[src/rtl/floor_request_scheduler.sv]
// Latches floor calls from single-cycle button pulses and runs a SCAN sweep
// that chooses the next target floor for the car controller.
module floor_request_scheduler #(
    parameter int N_FLOORS = 4,
    parameter int FLOOR_W  = 2
) (
    input  logic                clk,
    input  logic                rst,
    input  logic [N_FLOORS-1:0] req_pulse,
    input  logic [FLOOR_W-1:0]  cur_floor,
    input  logic                serve_pulse,
    output logic [N_FLOORS-1:0] pending,
    output logic [FLOOR_W-1:0]  target_floor,
    output logic                target_valid,
    output logic [1:0]          dir
);

    localparam int unsigned NF = N_FLOORS;

    typedef enum logic [1:0] {
        S_IDLE = 2'b00,
        S_UP   = 2'b01,
        S_DOWN = 2'b10
    } state_e;

    state_e                state_q, state_d;
    logic [N_FLOORS-1:0]   pending_q, pending_d;
    logic [FLOOR_W-1:0]    target_q, target_d;
    logic                  valid_q, valid_d;

    int unsigned           cur_u;
    logic                  in_range;
    logic                  above, below, here;
    logic [FLOOR_W-1:0]    lo_above, hi_below;

    always_comb begin
        cur_u    = 32'(cur_floor);
        in_range = (cur_u < NF);
    end

    // Serve clears a call and beats a same-cycle request for that floor.
    always_comb begin
        pending_d = pending_q;
        for (int unsigned i = 0; i < NF; i++) begin
            if (serve_pulse && in_range && (cur_u == i))
                pending_d[i] = 1'b0;
            else if (req_pulse[i])
                pending_d[i] = 1'b1;
        end
    end

    // Ascending scan: first hit above is the lowest, last hit below is the highest.
    always_comb begin
        above    = 1'b0;
        below    = 1'b0;
        here     = 1'b0;
        lo_above = '0;
        hi_below = '0;
        for (int unsigned i = 0; i < NF; i++) begin
            if (pending_q[i]) begin
                if ((i > cur_u) && !above) begin
                    above    = 1'b1;
                    lo_above = FLOOR_W'(i);
                end
                if (i < cur_u) begin
                    below    = 1'b1;
                    hi_below = FLOOR_W'(i);
                end
                if (i == cur_u)
                    here = 1'b1;
            end
        end
    end

    always_comb begin
        state_d  = state_q;
        target_d = target_q;
        valid_d  = valid_q;
        if (in_range) begin
            unique case (state_q)
                S_IDLE: begin
                    if (here) begin
                        target_d = cur_floor;
                        valid_d  = 1'b1;
                    end else if (above) begin
                        state_d  = S_UP;
                        target_d = lo_above;
                        valid_d  = 1'b1;
                    end else if (below) begin
                        state_d  = S_DOWN;
                        target_d = hi_below;
                        valid_d  = 1'b1;
                    end else begin
                        valid_d  = 1'b0;
                    end
                end
                S_UP: begin
                    if (here || above) begin
                        target_d = here ? cur_floor : lo_above;
                        valid_d  = 1'b1;
                    end else if (below) begin
                        state_d  = S_DOWN;
                        target_d = hi_below;
                        valid_d  = 1'b1;
                    end else begin
                        state_d  = S_IDLE;
                        valid_d  = 1'b0;
                    end
                end
                S_DOWN: begin
                    if (here || below) begin
                        target_d = here ? cur_floor : hi_below;
                        valid_d  = 1'b1;
                    end else if (above) begin
                        state_d  = S_UP;
                        target_d = lo_above;
                        valid_d  = 1'b1;
                    end else begin
                        state_d  = S_IDLE;
                        valid_d  = 1'b0;
                    end
                end
                default: begin
                    state_d = S_IDLE;
                    valid_d = 1'b0;
                end
            endcase
        end
    end

    always_ff @(posedge clk or negedge rst) begin
        if (!rst) begin
            state_q   <= S_IDLE;
            pending_q <= '0;
            target_q  <= '0;
            valid_q   <= 1'b0;
        end else begin
            state_q   <= state_d;
            pending_q <= pending_d;
            target_q  <= target_d;
            valid_q   <= valid_d;
        end
    end

    assign pending      = pending_q;
    assign target_floor = target_q;
    assign target_valid = valid_q;
    assign dir          = state_q;

endmodule

[config.mk]
export PLATFORM = sky130hd
export DESIGN_NAME = floor_request_scheduler
export DESIGN_NICKNAME = d
export VERILOG_FILES = /design/src/rtl/floor_request_scheduler.sv
export SDC_FILE = /design/constraint.sdc
export NUM_CORES = 1
export LEC_CHECK = 0
export CORE_MARGIN = 10
export CORE_UTILIZATION = 40
export CTS_CLUSTER_DIAMETER = 80
export DETAILED_ROUTE_END_ITERATION = 6
export PLACE_DENSITY_LB_ADDON = 0.3
export SLEW_MARGIN = 15
export SYNTH_ARGS = -nofsm -noshare
export SYNTH_HDL_FRONTEND = slang
export SYNTH_SLANG_ARGS = --single-unit
[constraint.sdc]
create_clock -name clk -period 2.1 [get_ports clk]
set_input_delay 0.21 -clock clk [delete_from_list [all_inputs] [get_ports clk]]
set_output_delay 0.21 -clock clk [all_outputs]
set_load 0.01 [all_outputs]
==> results of run 1 <==
-- report_power, final --
| group | internal [mW] | total, mW | leakage [nW] | switching (mW) |
|---|---|---|---|---|
| registers | 0.228 | 0.284 | 0.101 | 0.0563 |
| logic | 0.302 | 0.609 | 0.339 | 0.307 |
| clock network | 0.0734 | 0.136 | 0.0150 | 0.0631 |
| total | 0.603 | 1.03 | 0.455 | 0.427 |
-- layer usage --
| metal | GRT usage | share of wire |
|---|---|---|
| met1 | 0.1069 | 0.43 |
| met2 | 0.1860 | 0.49 |
| met3 | 0.04068 | 0.071 |
| met4 | 0.03209 | 0.011 |
| met5 | 0 | 0 |
-- Yosys cell counts, types with 2 or more instances --
master                      n
sky130_fd_sc_hd__nor2_1    11
sky130_fd_sc_hd__o211ai_1   2
sky130_fd_sc_hd__inv_1      5
sky130_fd_sc_hd__a21oi_2    2
sky130_fd_sc_hd__mux2i_1    2
sky130_fd_sc_hd__nand2_1    5
sky130_fd_sc_hd__buf_6      4
sky130_fd_sc_hd__o32a_1     2
sky130_fd_sc_hd__o21ai_2    2
sky130_fd_sc_hd__clkbuf_1   2
sky130_fd_sc_hd__nand4b_1   2
sky130_fd_sc_hd__dfrtp_1    9
sky130_fd_sc_hd__o21ai_0    7
sky130_fd_sc_hd__ha_1       4
sky130_fd_sc_hd__or3_1      2
sky130_fd_sc_hd__a21oi_1    3
sky130_fd_sc_hd__nor2b_1    4
sky130_fd_sc_hd__nor3_1     4
-- layout by cell type (no fill, tap or decap), drive strengths merged, types with 2 or more instances in the layout --
master / count
nor2b: 4
o22a: 2
o21ai: 10
nand4b: 2
a21oi: 5
nand2b: 2
nor2: 12
buf: 10
ha: 4
or3: 2
clkdlybuf4s50: 17
o211ai: 2
nand2: 5
mux2i: 2
o32a: 2
clkbuf: 4
dfrtp: 9
nor3: 4
nor4: 2
a31oi: 2
inv: 6
-- sequential cells by signal, summed over array words and instances (netlist names) --
signal / count
dir: 2
pending: 4
target_floor: 2
target_valid: 1
-- worst paths after layout --
check / startpoint / end / slack [ns] / cells after the start
min in group clk: target_floor[1] / target_floor[1] / 0.53 / 2
max: dir[0] / target_floor[1] / 0.14 / 7
max reg2reg: dir[0] / target_floor[1] / 0.14 / 7
min reg2reg: target_floor[1] / target_floor[1] / 0.53 / 2
min: rst / pending[1] / 0.25 / 1
max in group asynchronous: rst / target_valid / 1.56 / 1
-- cell families (layout without fill, tap and decap cells) --
family          after synthesis  after routing
simple gates                 35             35
compound gates               32             32
buf+inv                      13             37
flops                         9              9
fa+ha+maj                     4              4
mux                           4              4
-- timing repair --
action                     in CTS  in global routing
resized for setup               0                  1
setup endpoints to repair       0                  1
hold buffers                    0                  0
-- final cells by class --
| class | instances | area, sq um |
|---|---|---|
| fill | 187 | 888.4 |
| multi-input combinational | 75 | 540.5 |
| timing repair buffer | 27 | 245.2 |
| sequential | 9 | 225.2 |
| tap | 27 | 33.78 |
| clock buffer | 4 | 26.28 |
| inverter | 6 | 22.52 |
==> metrics.md, run 1 <==
| Metric | Value |
|---|---|
| DRC viols | `0` |
| Worst Slack Setup Final | `between 0.1 and 0.15 ns` |
| Worst clock skew on the final layout | `approximately 0.0012 ns` |
| Largest net degree at the start of global routing | `14` |
| Share of async-settable or async-resettable flops after synthesis | `1.000` |
| Crit path max fanout | `4` |
| Height of the chip | `about 66 um` |
| Die area | `around 0.0043 sq mm` |
| Main combinational cell family by area after synthesis | `compound AO/OA/AOI/OAI gates` |
| Core region area | `~0.0020 sq mm` |
| Mean instance size in the synthesized netlist | `between 8 and 9 sq um` |
| Highest Clock Rate | `0.5110 GHz` |
| Maximum level of the CTS H-tree | `1` |
| Seq cells post-synth | `9` |
| Number of buffers inserted by post-CTS setup repair | `0` |
| Type of destination of the critical path | `flop` |
| Final cycle utilization of the critical path | `0.9319` |
| Type of origin of the critical path | `flop` |
| Cells after synthesis | `between 90 and 100` |
| Layout-stage area growth over the synthesis result | `30.06%` |
| Arrival time at the worst endpoint | `between 2 and 2.5 ns` |
| Detailed-route wire length | `~2200 um` |
| Net count after synthesis | `110` |
| Crit Path Category | `flop to flop` |
| Hold WC Path Type | `input pin to async pin` |
| Max-cap viol count | `0` |
| Core Util, Final | `0.5518` |
| Post-synthesis cell type count | `43` |
| Number of instances in the placed design | `between 100 and 150` |
| Synth Area in Adders | `0.05952` |
| Result of the run | `complete, no violations` |
| DR vias/cell | `5.520` |
| Via count of the first global-routing pass | `800` |
| Warnings from Yosys | `0` |
| Clock buffers created by TritonCTS | `3` |
| Post-route cell area | `around 0.0011 sq mm` |
| Post-synth EDFFs | `0` |
| Buffering stage count on the worst path with inverters included | `1` |
| Top post-synthesis cells by area | `sky130_fd_sc_hd__dfrtp_1, sky130_fd_sc_hd__ha_1, sky130_fd_sc_hd__buf_6` |
| Placement-stage worst setup slack | `around 0.017 ns` |
| Cell Pwr Density | `941.8 mW/mm^2` |
| Total power of the final layout | `roughly 1.0 mW` |
| Violation count after the first detailed-routing iteration | `48` |
| Clock Sinks | `9` |
| Antenna diode instance count | `0` |
| Leading register cell type out of synthesis | `sky130_fd_sc_hd__dfrtp_1` |
| Horizontal die dimension | `65.85 um` |
| Number of placement rows | `16` |
| Starting density of the core | `0.4242` |
| Sum of negative setup slack | `0 ns` |
| Sequential share of the synthesized area | `0.2679` |
| DP Area | `roughly 0.0011 sq mm` |
| Sum of net half-perimeters after detailed placement | `1728 um` |
| Clock tree from TritonCTS | `yes` |
| Slew at the pin closest to its max-slew limit | `0.4356 ns` |
| CTS root buffer | `sky130_fd_sc_hd__clkbuf_4` |
| CP max-delay cell | `sky130_fd_sc_hd__dfrtp_1` |
| Final worst hold slack | `around 0.25 ns` |
| Final layout net count | `135` |
| Total routing resource utilization after global routing | `0.1034` |
| Xor and xnor fraction of the mapped netlist area | `0` |
| Cell accounting for the most synthesized area | `sky130_fd_sc_hd__dfrtp_1` |
| Post-route minimum period | `between 1.5 and 2 ns` |
| Antenna violations before repair | `0` |
| Worst max-slew margin expressed relative to the limit | `0.7072` |
| ANT nets after route | `0` |
| Fraction of the mapped netlist area in compound gates | `0.2813` |
| Worst IR Drop VDD | `between 600 and 700 uV` |
| Fraction of layout cells with a size suffix above 1 | `0.2066` |
| Unrepaired setup endpoints after global routing | `no` |
| Routed wire length per instance | `between 10 and 15 um` |
| Gpl congestion | `between 0.8 and 0.9` |
| Final setup violation count | `0` |
| CTS clk-pin slew, worst paths | `0.06 ns` |
| First-pass GRT wire length | `about 3500 um` |
| Clock network latency to the later pin of the worst-skew pair | `approximately 0.26 ns` |
| Via total after detailed routing | `~820` |
| First drt pass iteration count | `4` |
| Cell area after synthesis | `around 840 sq um` |
| Proportion of synthesized area in mux cells | `0.06399` |
| Leak pwr | `around 0.45 nW` |
| Final non-filler cell total | `148` |
| Final-report max-slew violation count | `0` |
| Grt ovf | `0` |
| Total count of hold-check failures in the final report | `0` |
| Count of buffers from port buffering | `17` |
| Slowest Stage Delay on Critical Path | `between 0.3 and 0.4 ns` |
| Clock buffer depth | `2` |
| Simple-Gate Fraction of Synth Area | `0.2321` |
| Required time reported for the critical path endpoint | `about 2.3 ns` |
| Top delay family on crit path | `compound AO/OA/AOI/OAI gates` |
| Number of top-level pins | `18` |
| Synth top area share | `0.2679` |
| Critical-path cell list | `inv_1 -> ha_1 -> nor2b_1 -> a211oi_2 -> nor3_1 -> o311a_1 -> o31ai_1` |
No activity file was read; power rests on OpenSTA's default activity.
==> run 2: changes to the inputs <==
SKIP_CTS_REPAIR_TIMING = 1   (was default)
clock period = 2.5 ns   (was 2.1 ns; I/O delays follow)
==> run 2 against run 1 <==
  * First-iteration DRC count up 4.2%
  * Non-clock buffer count down 5
  * Global-route usage up 0.51 points
  * Maximum frequency down 4.2%
  * Critical path type unchanged
  * Critical endpoint unchanged
  * Largest cell class unchanged
==> metrics.md, run 2 (synthesis results as in run 1) <==
| Metric | Value |
|---|---|
| Sum of net half-perimeters after detailed placement | `between 1500 and 2000 um` |
| Leak pwr | `0.4312 nW` |
| Commonest non-fill, non-tap cell in the layout | `sky130_fd_sc_hd__clkdlybuf4s50_1` |
| Number of flip-flops under the largest register name | `4` |
| Starting density of the core | `0.4242` |
| Count of buffers from port buffering | `17` |
| Maximum level of the CTS H-tree | `1` |
| DP Area | `~0.0010 sq mm` |
| Hold WC Path Type | `input pin to async pin` |
| Worst max-slew margin expressed relative to the limit | `0.7232` |
| Height of the chip | `roughly 66 um` |
| Number of instances in the placed design | `~140` |
| Sequential cell fraction of total power | `0.288` |
| Final non-filler cell total | `roughly 140` |
| Result of the run | `complete, no violations` |
| CTS root buffer | `sky130_fd_sc_hd__clkbuf_4` |
| Share of total power in combinational logic | `0.581` |
| Type of origin of the critical path | `flop` |
| Critical-path cell list | `inv_1 -> ha_1 -> nor2b_1 -> a211oi_1 -> nor3_1 -> o311a_1 -> o31ai_1` |
| Crit Path Category | `flop to flop` |
| Sum of negative setup slack | `0 ns` |
| Core Util, Final | `0.5303` |
| Die area | `0.004336 sq mm` |
| Top delay family on crit path | `compound AO/OA/AOI/OAI gates` |
| Worst Slack Setup Final | `between 0.4 and 0.5 ns` |
| Slew at the pin closest to its max-slew limit | `just over 0.4 ns` |
| CTS clk-pin slew, worst paths | `around 0.06 ns` |
| Crit path max fanout | `4` |
| Slowest Stage Delay on Critical Path | `approximately 0.40 ns` |
| Clk network pwr share | `0.130` |
| Area of the multi-input gates | `535.5 sq um` |
| Max-cap viol count | `0` |
| Fraction of layout cells with a size suffix above 1 | `0.1638` |
| Total routing resource utilization after global routing | `0.1085` |
| Number of top-level pins | `18` |
| DRC viols | `0` |
| First drt pass iteration count | `4` |
| Worst clock skew on the final layout | `around 0.0005 ns` |
| Number of placement rows | `16` |
| Largest net degree at the start of global routing | `13` |
| Source of the worst register-to-register timing path | `dir[0]` |
| Filler instances | `roughly 180` |
| Total count of hold-check failures in the final report | `0` |
| Via total after detailed routing | `about 810` |
| Violation count after the first detailed-routing iteration | `50` |
| Post-route cell area | `about 0.0011 sq mm` |
| Clock network latency to the later pin of the worst-skew pair | `about 0.26 ns` |
| Grt ovf | `0` |
| Internal Pwr Total | `about 0.5 mW` |
| Required time reported for the critical path endpoint | `approximately 2.7 ns` |
| Final cycle utilization of the critical path | `0.8173` |
| Highest Clock Rate | `0.4894 GHz` |
| Placement-stage worst setup slack | `roughly 0.32 ns` |
| Arrival time at the worst endpoint | `about 2.2 ns` |
| Unrepaired setup endpoints after global routing | `no` |
| Clock buffer depth | `2` |
| ANT nets after route | `0` |
| Clock tree from TritonCTS | `yes` |
| Final worst hold slack | `between 0.2 and 0.3 ns` |
| Core region area | `roughly 0.0020 sq mm` |
| Final-report max-slew violation count | `0` |
| First-pass GRT wire length | `roughly 3800 um` |
| Gpl congestion | `roughly 0.85` |
| Antenna violations before repair | `0` |
| Final layout net count | `130` |
| Worst IR Drop VDD | `approximately 510 uV` |
| Antenna diode instance count | `0` |
| DR vias/cell | `between 5 and 6` |
| CP max-delay cell | `sky130_fd_sc_hd__dfrtp_1` |
| Sequential standard cell area | `225.2 sq um` |
| Routed wire length per instance | `~15 um` |
| Post-route minimum period | `slightly above 2 ns` |
| Start point of the critical path | `dir[0]` |
| Horizontal die dimension | `about 66 um` |
| Clock Sinks | `9` |
| Buffering stage count on the worst path with inverters included | `1` |
| Final setup violation count | `0` |
| Sw Ratio | `0.4190` |
| Cell Pwr Density | `813.5 mW/mm^2` |
| Type of destination of the critical path | `flop` |
| Switching component of the power | `0.3583 mW` |
| Clock buffers created by TritonCTS | `3` |
| Layout-stage area growth over the synthesis result | `25.00%` |
| Detailed-route wire length | `roughly 2100 um` |
| Total power of the final layout | `approximately 0.86 mW` |
| Via count of the first global-routing pass | `around 790` |
| Highest-count cells in the layout ignoring fill and taps | `sky130_fd_sc_hd__clkdlybuf4s50_1, sky130_fd_sc_hd__nor2_1, sky130_fd_sc_hd__dfrtp_1, sky130_fd_sc_hd__o21ai_0` |
==> run 2: cell count changes in the layout (fill, tap and decap cells not counted) <==
cell	change
sky130_fd_sc_hd__a211oi_1	+1
sky130_fd_sc_hd__buf_4	-5
sky130_fd_sc_hd__a211oi_2	-1
==> run 2: worst paths after layout <==
check	endpoint	slack, ns	depth (start not counted)
setup / recovery	target_floor[1]	0.46	7
hold / removal	pending[0]	0.29	1
setup reg to reg	target_floor[1]	0.46	7
hold reg to reg	target_floor[1]	0.57	2
max in group asynchronous	pending[1]	1.92	1
min in group clk	target_floor[1]	0.57	2
==> run 2: layer usage <==
metal	GRT usage	vias to the layer above	share of wire
li1	-	395	-
met1	0.1204	378	0.41
met2	0.1787	30	0.49
met3	0.05085	2	0.089
met4	0.03476	0	0.011
met5	0	-	0
==> run 2: cell type report <==
class                      count  area share
multi-input combinational     75      0.5095
sequential                     9      0.2143
timing repair buffer          22      0.1976
inverter                       6     0.02143
tap                           27     0.03214
clock buffer                   4     0.02500
==> run 2: power by group through the flow <==
| stage | logic (mW) | registers, mW | clock network [mW] |
|---|---|---|---|
| 2_1_floorplan | 0.314 | 0.250 | 0 |
| 5_1_grt | 0.548 | 0.256 | 0.126 |
| 3_3_place_gp | 0.490 | 0.246 | 0 |
| 6_report | 0.497 | 0.247 | 0.111 |
| 3_5_place_dp | 0.491 | 0.250 | 0 |
| 4_1_cts | 0.498 | 0.247 | 0.115 |
==> run 2: worst reg2reg max path: cells and delay by family (launching register included) <==
family          cells  cell delay, ns
flops               1            0.40
compound gates      3            0.82
buf+inv             1            0.10
fa+ha+maj           1            0.36
simple gates        2            0.28
==> run 3: changes to the inputs <==
clock period = 2.1 ns   (was 2.5 ns; I/O delays follow)
==> results of run 3 <==
Final layout, timing and power as in run 1 (identical DEF).
